[config.mk]
export PLATFORM = sky130hd
export DESIGN_NAME = datapath
export DESIGN_NICKNAME = d
export VERILOG_FILES = /design/src/rtl/datapath_pkg.sv /design/src/rtl/datapath_register32.sv /design/src/rtl/datapath.sv
export SDC_FILE = /design/constraint.sdc
export NUM_CORES = 1
export LEC_CHECK = 0
export ABC_AREA = 1
export BUFFER_PORTS_ARGS = -buffer_cell sky130_fd_sc_hd__buf_2
export CAP_MARGIN = 10
export CORE_ASPECT_RATIO = 0.5
export CORE_UTILIZATION = 45
export DETAILED_ROUTE_END_ITERATION = 10
export GPL_ROUTABILITY_DRIVEN = 0
export PLACE_DENSITY_LB_ADDON = 0.25
export REMOVE_ABC_BUFFERS = 1
export SYNTH_ARGS = -nofsm -noshare
export SYNTH_HDL_FRONTEND = slang
export SYNTH_SLANG_ARGS = --single-unit
[constraint.sdc]
create_clock -name clock -period 1.2 [get_ports clock]
set_clock_uncertainty 0.1 [all_clocks]
set_input_delay 0.24 -clock clock [delete_from_list [all_inputs] [get_ports clock]]
set_output_delay 0.24 -clock clock [all_outputs]
set_load 0.1 [all_outputs]
[src/rtl/datapath_pkg.sv]
// Shared constants for the single-bus datapath: data width and bus-source
// priority encoding.
package datapath_pkg;

   localparam int DP_WIDTH = 32;

   typedef enum logic [2:0] {
      SRC_NONE = 3'd0,
      SRC_R3   = 3'd1,
      SRC_R2   = 3'd2,
      SRC_PC   = 3'd3,
      SRC_MDR  = 3'd4,
      SRC_ZLOW = 3'd5
   } bus_src_e;

   // Fixed priority Zlow > MDR > PC > R2 > R3 when several out strobes collide.
   function automatic bus_src_e bus_select(
      input logic zlow_out,
      input logic mdr_out,
      input logic pc_out,
      input logic r2_out,
      input logic r3_out
   );
      if (zlow_out)     return SRC_ZLOW;
      else if (mdr_out) return SRC_MDR;
      else if (pc_out)  return SRC_PC;
      else if (r2_out)  return SRC_R2;
      else if (r3_out)  return SRC_R3;
      else              return SRC_NONE;
   endfunction

endpackage

[src/rtl/datapath_register32.sv]
// Generic WIDTH-bit register with load enable and asynchronous active-low clear.
module register32 #(
   parameter int WIDTH = 32
) (
   input  logic             clock,
   input  logic             clear,
   input  logic             en,
   input  logic [WIDTH-1:0] d,
   output logic [WIDTH-1:0] q
);

   logic [WIDTH-1:0] data_d;
   logic [WIDTH-1:0] data_q;

   always_comb begin
      // NOTE: every path assigns data_d, so no latch can be inferred.
      data_d = data_q;
      if (en) data_d = d;
   end

   // NOTE: clear is in the sensitivity list so it acts without waiting for a clock edge.
   always_ff @(posedge clock or negedge clear) begin
      // NOTE: non-blocking assignment keeps all registers sampling pre-edge values.
      if (!clear) data_q <= '0;
      else        data_q <= data_d;
   end

   assign q = data_q;

endmodule

[src/rtl/datapath.sv]
// 32-bit single-bus datapath slice: bus mux, R1-R3, PC, IR, MDR, Y, Zlow and an AND ALU.
module datapath
   import datapath_pkg::*;
#(
   parameter int WIDTH = DP_WIDTH
) (
   input  logic             clock,
   input  logic             clear,
   input  logic             PCout,
   input  logic             Zlowout,
   input  logic             MDRout,
   input  logic             R2out,
   input  logic             R3out,
   input  logic             MDRin,
   input  logic             Yin,
   input  logic             IRin,
   input  logic             R1in,
   input  logic             R2in,
   input  logic             R3in,
   input  logic             Read,
   input  logic             AND,
   input  logic [WIDTH-1:0] Mdatain,
   output logic [WIDTH-1:0] BusMuxOut,
   output logic [WIDTH-1:0] R1_q,
   output logic [WIDTH-1:0] IR_q
);

   bus_src_e         bus_src;
   logic [WIDTH-1:0] bus;
   logic [WIDTH-1:0] r2_q;
   logic [WIDTH-1:0] r3_q;
   logic [WIDTH-1:0] pc_q;
   logic [WIDTH-1:0] mdr_q;
   logic [WIDTH-1:0] y_q;
   logic [WIDTH-1:0] zlow_q;
   logic [WIDTH-1:0] mdr_d;
   logic [WIDTH-1:0] zlow_d;

   assign bus_src = bus_select(Zlowout, MDRout, PCout, R2out, R3out);

   always_comb begin
      bus = '0;
      case (bus_src)
         SRC_ZLOW: bus = zlow_q;
         SRC_MDR:  bus = mdr_q;
         SRC_PC:   bus = pc_q;
         SRC_R2:   bus = r2_q;
         SRC_R3:   bus = r3_q;
         default:  bus = '0;
      endcase
   end

   assign BusMuxOut = bus;

   always_comb begin
      mdr_d  = Read ? Mdatain : bus;
      zlow_d = y_q & bus;
   end

   register32 #(.WIDTH(WIDTH)) u_r1 (
      .clock(clock), .clear(clear), .en(R1in), .d(bus), .q(R1_q)
   );

   register32 #(.WIDTH(WIDTH)) u_r2 (
      .clock(clock), .clear(clear), .en(R2in), .d(bus), .q(r2_q)
   );

   register32 #(.WIDTH(WIDTH)) u_r3 (
      .clock(clock), .clear(clear), .en(R3in), .d(bus), .q(r3_q)
   );

   // PC has no load or increment path here; it only ever holds its reset value.
   register32 #(.WIDTH(WIDTH)) u_pc (
      .clock(clock), .clear(clear), .en(1'b0), .d(bus), .q(pc_q)
   );

   register32 #(.WIDTH(WIDTH)) u_ir (
      .clock(clock), .clear(clear), .en(IRin), .d(bus), .q(IR_q)
   );

   register32 #(.WIDTH(WIDTH)) u_mdr (
      .clock(clock), .clear(clear), .en(MDRin), .d(mdr_d), .q(mdr_q)
   );

   register32 #(.WIDTH(WIDTH)) u_y (
      .clock(clock), .clear(clear), .en(Yin), .d(bus), .q(y_q)
   );

   // The AND strobe doubles as Zlow's load enable.
   register32 #(.WIDTH(WIDTH)) u_zlow (
      .clock(clock), .clear(clear), .en(AND), .d(zlow_d), .q(zlow_q)
   );

endmodule

==> flow_summary.ini, run 1 <==
[outcome]
outcome = finished, violations left
violations = setup timing

[sta]
slew_violations = 0
max_freq_mhz = 563
setup_viol = 166
final_hold_viol_count = 0
fin_ws_ns = -0.575
maxSlewHeadroom = 0.761
fin_hold_ws_ns = 0.0139
period_share = 1.48
fin_setup_tns_ns = -37.53
rsz0062_at_grt = yes
fin_crit_ns = 1.77
tightest_slew_ns = 0.359

[yosys]
synthCells = 1305
ys.warnings.count = 0
ys_ff_latch = 224
synth_seq_area_share = 0.528
ys_types = 21
synth_area_sq_mm = 0.0106
syn_area_per_cell_sq_um = 8.14
synth_area_leaders = dfrtp_1 53%, nand2_1 14%, o21ai_0 6.9%
yosysTopAreaCell = dfrtp_1
synth_top_area_frac = 0.528

[pwr]
comb_power_share = 0.271
pwr-share-seq = 0.409
swShare = 0.327
ir_worst_vdd_uv = 778
net-switching-power_w = 0.00681
p_leak_nw = 7.90
clkPwrFrac = 0.320
power-per-cell-area_mw_per_mm2 = 1280
p_int_w = 0.0140

[worst_setup_path]
cp_max_fo = 2
r2r-start = u_mdr.q[16]
worstPathArrival_ns = 1.43
crit_path_end_kind = primary output
reg2reg_depth = 8
worstReg2RegEnd = u_y.q[16]
crit_start = u_mdr.q[16]
reg2reg_slack_ns = -0.17
crit_type = reg2out
start_kind = flip-flop
cp.required_ns = 0.86

[routing]
drtIter0Drc = 776
vias = 9926
finalWirelength_um = 31200
viasPerCell = 5.16
post_drt_wl_per_cell_um = 16.2
ant_nets = 0
dr.pass1.iters = 5
drc = 0

[clock_network]
cts_tree = yes
htreeDepth = 1
clock_path_buffers = 3
clk_pin_slew_ns = 0.07
cts_buffers = 21
worstSkewPairLatency_ns = 0.51
clock-sinks = 224
root_buffer = clkbuf_16

[global_routing]
grt_start_max_net_pins = 64
grt_pass1_wl_um = 50200
track_usage = 0.258
antenna_found_initial = 0
overflow = 0
grt_pass1_vias = 9750

[cells_and_area]
fillers = 1618
drive_gt1_frac = 0.331
multi_input_area_sq_mm = 0.00445
fin_nets = 1654
final_cells = 1923
regArea_sq_mm = 0.00561
areaGrowthSynthToFinish_pct = 53.5
insertedDiodeCount = 0

[run]
maxCapViolCount = 0

[die]
die_w_um = 219
die_h_um = 111
initial_utilization = 0.462
fp.coreArea_sq_mm = 0.0230
die-area_sq_mm = 0.0243
fp-row-count = 39
num_io_pins = 143

[worst_hold_path]
hold_depth = 5
hold_path_end = u_mdr.q[9]
hold_start = Mdatain[9]
min_path_type = in2reg

[placed_design]
dp_cells = 1764
portBuffers = 142
hpwl_um = 19700
==> power by group through the flow <==
stage                     Sequential [W]  Clock [W]  Combinational, W
after floorplan                  0.00969          0           0.00146
after global placement           0.00862          0           0.00483
after detailed placement         0.00864          0           0.00490
after CTS                        0.00850    0.00677           0.00525
after global routing             0.00857    0.00708           0.00595
final                            0.00852    0.00667           0.00564
==> how the worst max path moves through the flow <==
stage / to / slack (ns) / cells past startpoint
after floorplan: u_zlow.q[0] / -1.56 / 6
after global placement: BusMuxOut[11] / -0.47 / 7
after detailed placement: BusMuxOut[24] / -0.50 / 6
after CTS: BusMuxOut[23] / -0.55 / 5
after global routing: BusMuxOut[16] / -0.62 / 5
final: BusMuxOut[16] / -0.57 / 5
==> metrics by stage <==
step	total power, W	instance area (sq um)	worst slack [ns]	util
final	0.0208	16300	-0.575	0.709
after global routing	0.0216	16300	-0.621	0.709
after CTS	0.0205	15500	-0.546	0.673
after detailed placement	0.0135	13900	-0.498	0.603
after global placement	0.0134	13900	-0.474	0.603
after floorplan	0.0112	10200	-1.56	-
==> cell type report <==
| cell class | count | share of cell area |
|---|---|---|
| Tap cell | 307 | 0.0236 |
| Inverter | 198 | 0.0464 |
| Sequential cell | 224 | 0.344 |
| Clock inverter | 6 | 0.00491 |
| Multi-Input combinational cell | 803 | 0.273 |
| Clock buffer | 26 | 0.0352 |
| Timing Repair Buffer | 359 | 0.273 |
==> cells in the final DEF, fill, tap and decap left out, types with 24 or more instances in the layout <==
cell and n:
dlygate4sd3_1 32, dfrtp_1 223, o21ai_2 24, nand3_4 32
nand2_2 51, o21ai_1 99, inv_2 26, buf_2 45
o21ai_0 37, buf_4 106, nand2_1 330, inv_1 162
nand3_1 78, nor2_1 64, buf_12 128, buf_6 47
nand4_1 54
==> synthesized netlist by cell type <==
library cell / count
nand2_1: 384
dfrtp_1: 224
inv_1: 175
o21ai_0: 146
nand3_1: 96
nor2_1: 64
nand4_1: 54
clkbuf_1: 37
nand3_2: 31
buf_1: 18
o21ai_1: 14
buf_2: 13
inv_2: 13
clkinv_1: 10
nand4_4: 10
buf_6: 6
buf_4: 5
nor2_2: 2
buf_12: 1
nand3_4: 1
nor2_8: 1
==> layer usage <==
metal	wire length (um)	track usage	vias up	part of all wire
met5	0	0	-	0
met4	599	0.0644	0	0.019
met3	1730	0.0416	56	0.055
met2	15100	0.420	303	0.49
met1	13700	0.361	4843	0.44
li1	-	-	4724	-
==> critical path, cell delays in order, from the launching register on <==
cell and delay, ns:
dfrtp_1 0.40, nand3_1 0.07, nand2_1 0.08, inv_2 0.09
nand3_4 0.09, buf_12 0.18
==> repair_timing <==
action | 4_1_cts | 5_1_grt
pin swaps | 68 | 42
gates resized for setup | 92 | 221
hold buffers | 32 | 0
hold endpoints to repair | 255 | 0
buffers inserted | 51 | 63
endpoints found under the setup margin | 242 | 292
==> sequential cells by signal, summed over array words and instances, names as in the netlist <==
signal,flops
u_zlow.q,32
u_ir.q,32
u_r3.q,32
u_r1.q,32
u_mdr.q,32
u_y.q,32
u_r2.q,32
==> cell families after synthesis <==
group | count (synthesis) | synth area share
AND/OR/NAND/NOR | 643 | 0.289
buffers and inverters | 278 | 0.107
AO/OA/AOI/OAI | 160 | 0.0754
flip-flops | 224 | 0.528
Power figures use the tool's default switching activity.
==> run 2: changes to the inputs <==
--- a/config.mk
+++ b/config.mk
@@ -9,6 +9,7 @@
 export BUFFER_PORTS_ARGS = -buffer_cell sky130_fd_sc_hd__buf_2
 export CAP_MARGIN = 10
 export CORE_ASPECT_RATIO = 0.5
+export CORE_MARGIN = 2
 export CORE_UTILIZATION = 45
 export DETAILED_ROUTE_END_ITERATION = 10
 export GPL_ROUTABILITY_DRIVEN = 0
==> run 2 against run 1 <==
The run still ends with setup timing left. Total power increased by 0.24%. Final cell count grew 0.52%. Design area is 0.30% lower. Global-route usage is 0.91 points lower. Utilization decreased by 0.21 points. Fmax is 0.34% lower. Die area increased by 2.7%. Count of clock-buffer cells in the layout up 3. Non-clock buffer count is 4 higher. Critical path depth decreased by 2. Critical path type unchanged. Critical endpoint is now BusMuxOut[6].
==> flow_summary.ini, run 2 (synthesized netlist as in run 1, its figures left out) <==
[worst_setup_path]
r2r-start = u_r3.q[25]
worstPathArrival_ns = 1.44
crit_buf_inv = 1
cp_slowest_stage_delay_ns = 0.40
crit_path_cell_trace = nand3_1 -> nand3_4 -> buf_12
cp_max_fo = 2
crit_path_end_kind = primary output
cp_top_family = flip-flops
start_kind = flip-flop
cp.required_ns = 0.86
crit_path_top_delay_cell = dfrtp_1
crit_type = reg2out
crit_start = u_r2.q[6]

[global_routing]
grt_pass1_wl_um = 51200
overflow = 0
grt_start_max_net_pins = 65
track_usage = 0.249
antenna_found_initial = 0
grt_pass1_vias = 10300

[cells_and_area]
insertedDiodeCount = 0
drive_gt1_frac = 0.321
final_cell_mix = 345 x nand2_1, 224 x dfrtp_1, 162 x inv_1, 124 x buf_12, 112 x buf_4
fin_nets = 1658
areaGrowthSynthToFinish_pct = 53.0
multi_input_area_sq_mm = 0.00438
regArea_sq_mm = 0.00561
final_common_cell = nand2_1
fillers = 1592

[clock_network]
clk_pin_slew_ns = 0.07
clock_path_buffers = 3
cts_tree = yes
clock-sinks = 224
worstSkewPairLatency_ns = 0.52
root_buffer = clkbuf_16
cts_buffers = 21
htreeDepth = 1

[placed_design]
portBuffers = 142
hpwl_um = 19900

[routing]
post_drt_wl_per_cell_um = 16.4
ant_nets = 0
viasPerCell = 5.21
dr.pass1.iters = 5
drc = 0
vias = 10100
finalWirelength_um = 31700
drtIter0Drc = 941

[pwr]
clkPwrFrac = 0.322
p_leak_nw = 7.92
pwr-share-seq = 0.408
p_int_w = 0.0140
ir_worst_vdd_uv = 872
power-per-cell-area_mw_per_mm2 = 1290
swShare = 0.331
net-switching-power_w = 0.00692
power_w = 0.0209
comb_power_share = 0.270

[sta]
tightest_slew_ns = 0.373
rsz0062_at_grt = yes
period_share = 1.48
fin_crit_ns = 1.78
slew_violations = 0
final_hold_viol_count = 0
maxSlewHeadroom = 0.751
max_freq_mhz = 562
fin_ws_ns = -0.581
fin_hold_ws_ns = 0.0227
setup_viol = 227

[worst_hold_path]
min_path_type = in2reg
hold_start = Mdatain[24]

[die]
num_io_pins = 143
die_w_um = 221
die-area_sq_mm = 0.0249
die_h_um = 113
initial_utilization = 0.462
fp-row-count = 39
fp.coreArea_sq_mm = 0.0230

[run]
maxCapViolCount = 0

[outcome]
outcome = finished, violations left
violations = setup timing
[run 2: tightest hold or removal path, stage by stage]
cell and delay, ns:
buf_2 0.09, nor2_1 0.04, nor2_1 0.11, nand2_1 0.07, nand2_1 0.05
[run 2: layout make-up]
cell class,count,area share
sequential,224,0.345
clock inverter,9,0.00508
clock buffer,29,0.0367
tap,307,0.0236
multi-input combinational,803,0.270
inverter,198,0.0465
timing repair buffer,363,0.273
[run 2: what timing repair did]
action / 4_1_cts / 5_1_grt
setup buffers: 47 / 64
endpoints found under the hold margin: 254 / 0
pin swaps: 42 / 20
setup endpoints to repair: 262 / 293
gates resized for setup: 121 / 157
hold buffers: 31 / 0
[run 2: power groups by stage]
| stage | clock (W) | sequential [W] | combinational (W) |
|---|---|---|---|
| 6_report | 0.00672 | 0.00853 | 0.00564 |
| 5_1_grt | 0.00713 | 0.00857 | 0.00596 |
| 4_1_cts | 0.00681 | 0.00851 | 0.00524 |
| 3_5_place_dp | 0 | 0.00865 | 0.00487 |
| 3_3_place_gp | 0 | 0.00862 | 0.00479 |
| 2_1_floorplan | 0 | 0.00969 | 0.00146 |
[run 2: worst paths after layout]
kind	to	cells past startpoint	slack, ns
setup / recovery	BusMuxOut[6]	3	-0.58
max in group asynchronous	u_y.q[21]	3	0.32
hold reg to reg	u_mdr.q[19]	2	0.38
min in group asynchronous	u_r1.q[24]	2	0.06
hold / removal	u_mdr.q[24]	5	0.02
setup reg to reg	u_r3.q[25]	7	-0.22
[run 2: through the flow]
stage / cells / setup WS [ns] / area (sq um) / setup TNS (ns) / util
3_3_place_gp: 1761 / -0.488 / 13800 / -78.09 / 0.600
2_1_floorplan: 1225 / -1.56 / 10200 / -374.61 / -
4_1_cts: 1869 / -0.570 / 15400 / -34.95 / 0.672
5_1_grt: 1933 / -0.634 / 16200 / -58.66 / 0.707
3_5_place_dp: 1761 / -0.493 / 13800 / -85.78 / 0.600
6_report: 1933 / -0.581 / 16200 / -44.36 / 0.707
[run 2: routing by layer]
layer	routed length [um]	vias up	track usage
li1	-	4751	-
met1	13200	4868	0.322
met2	15800	383	0.433
met3	1900	73	0.0387
met4	805	0	0.0832
met5	0	-	0
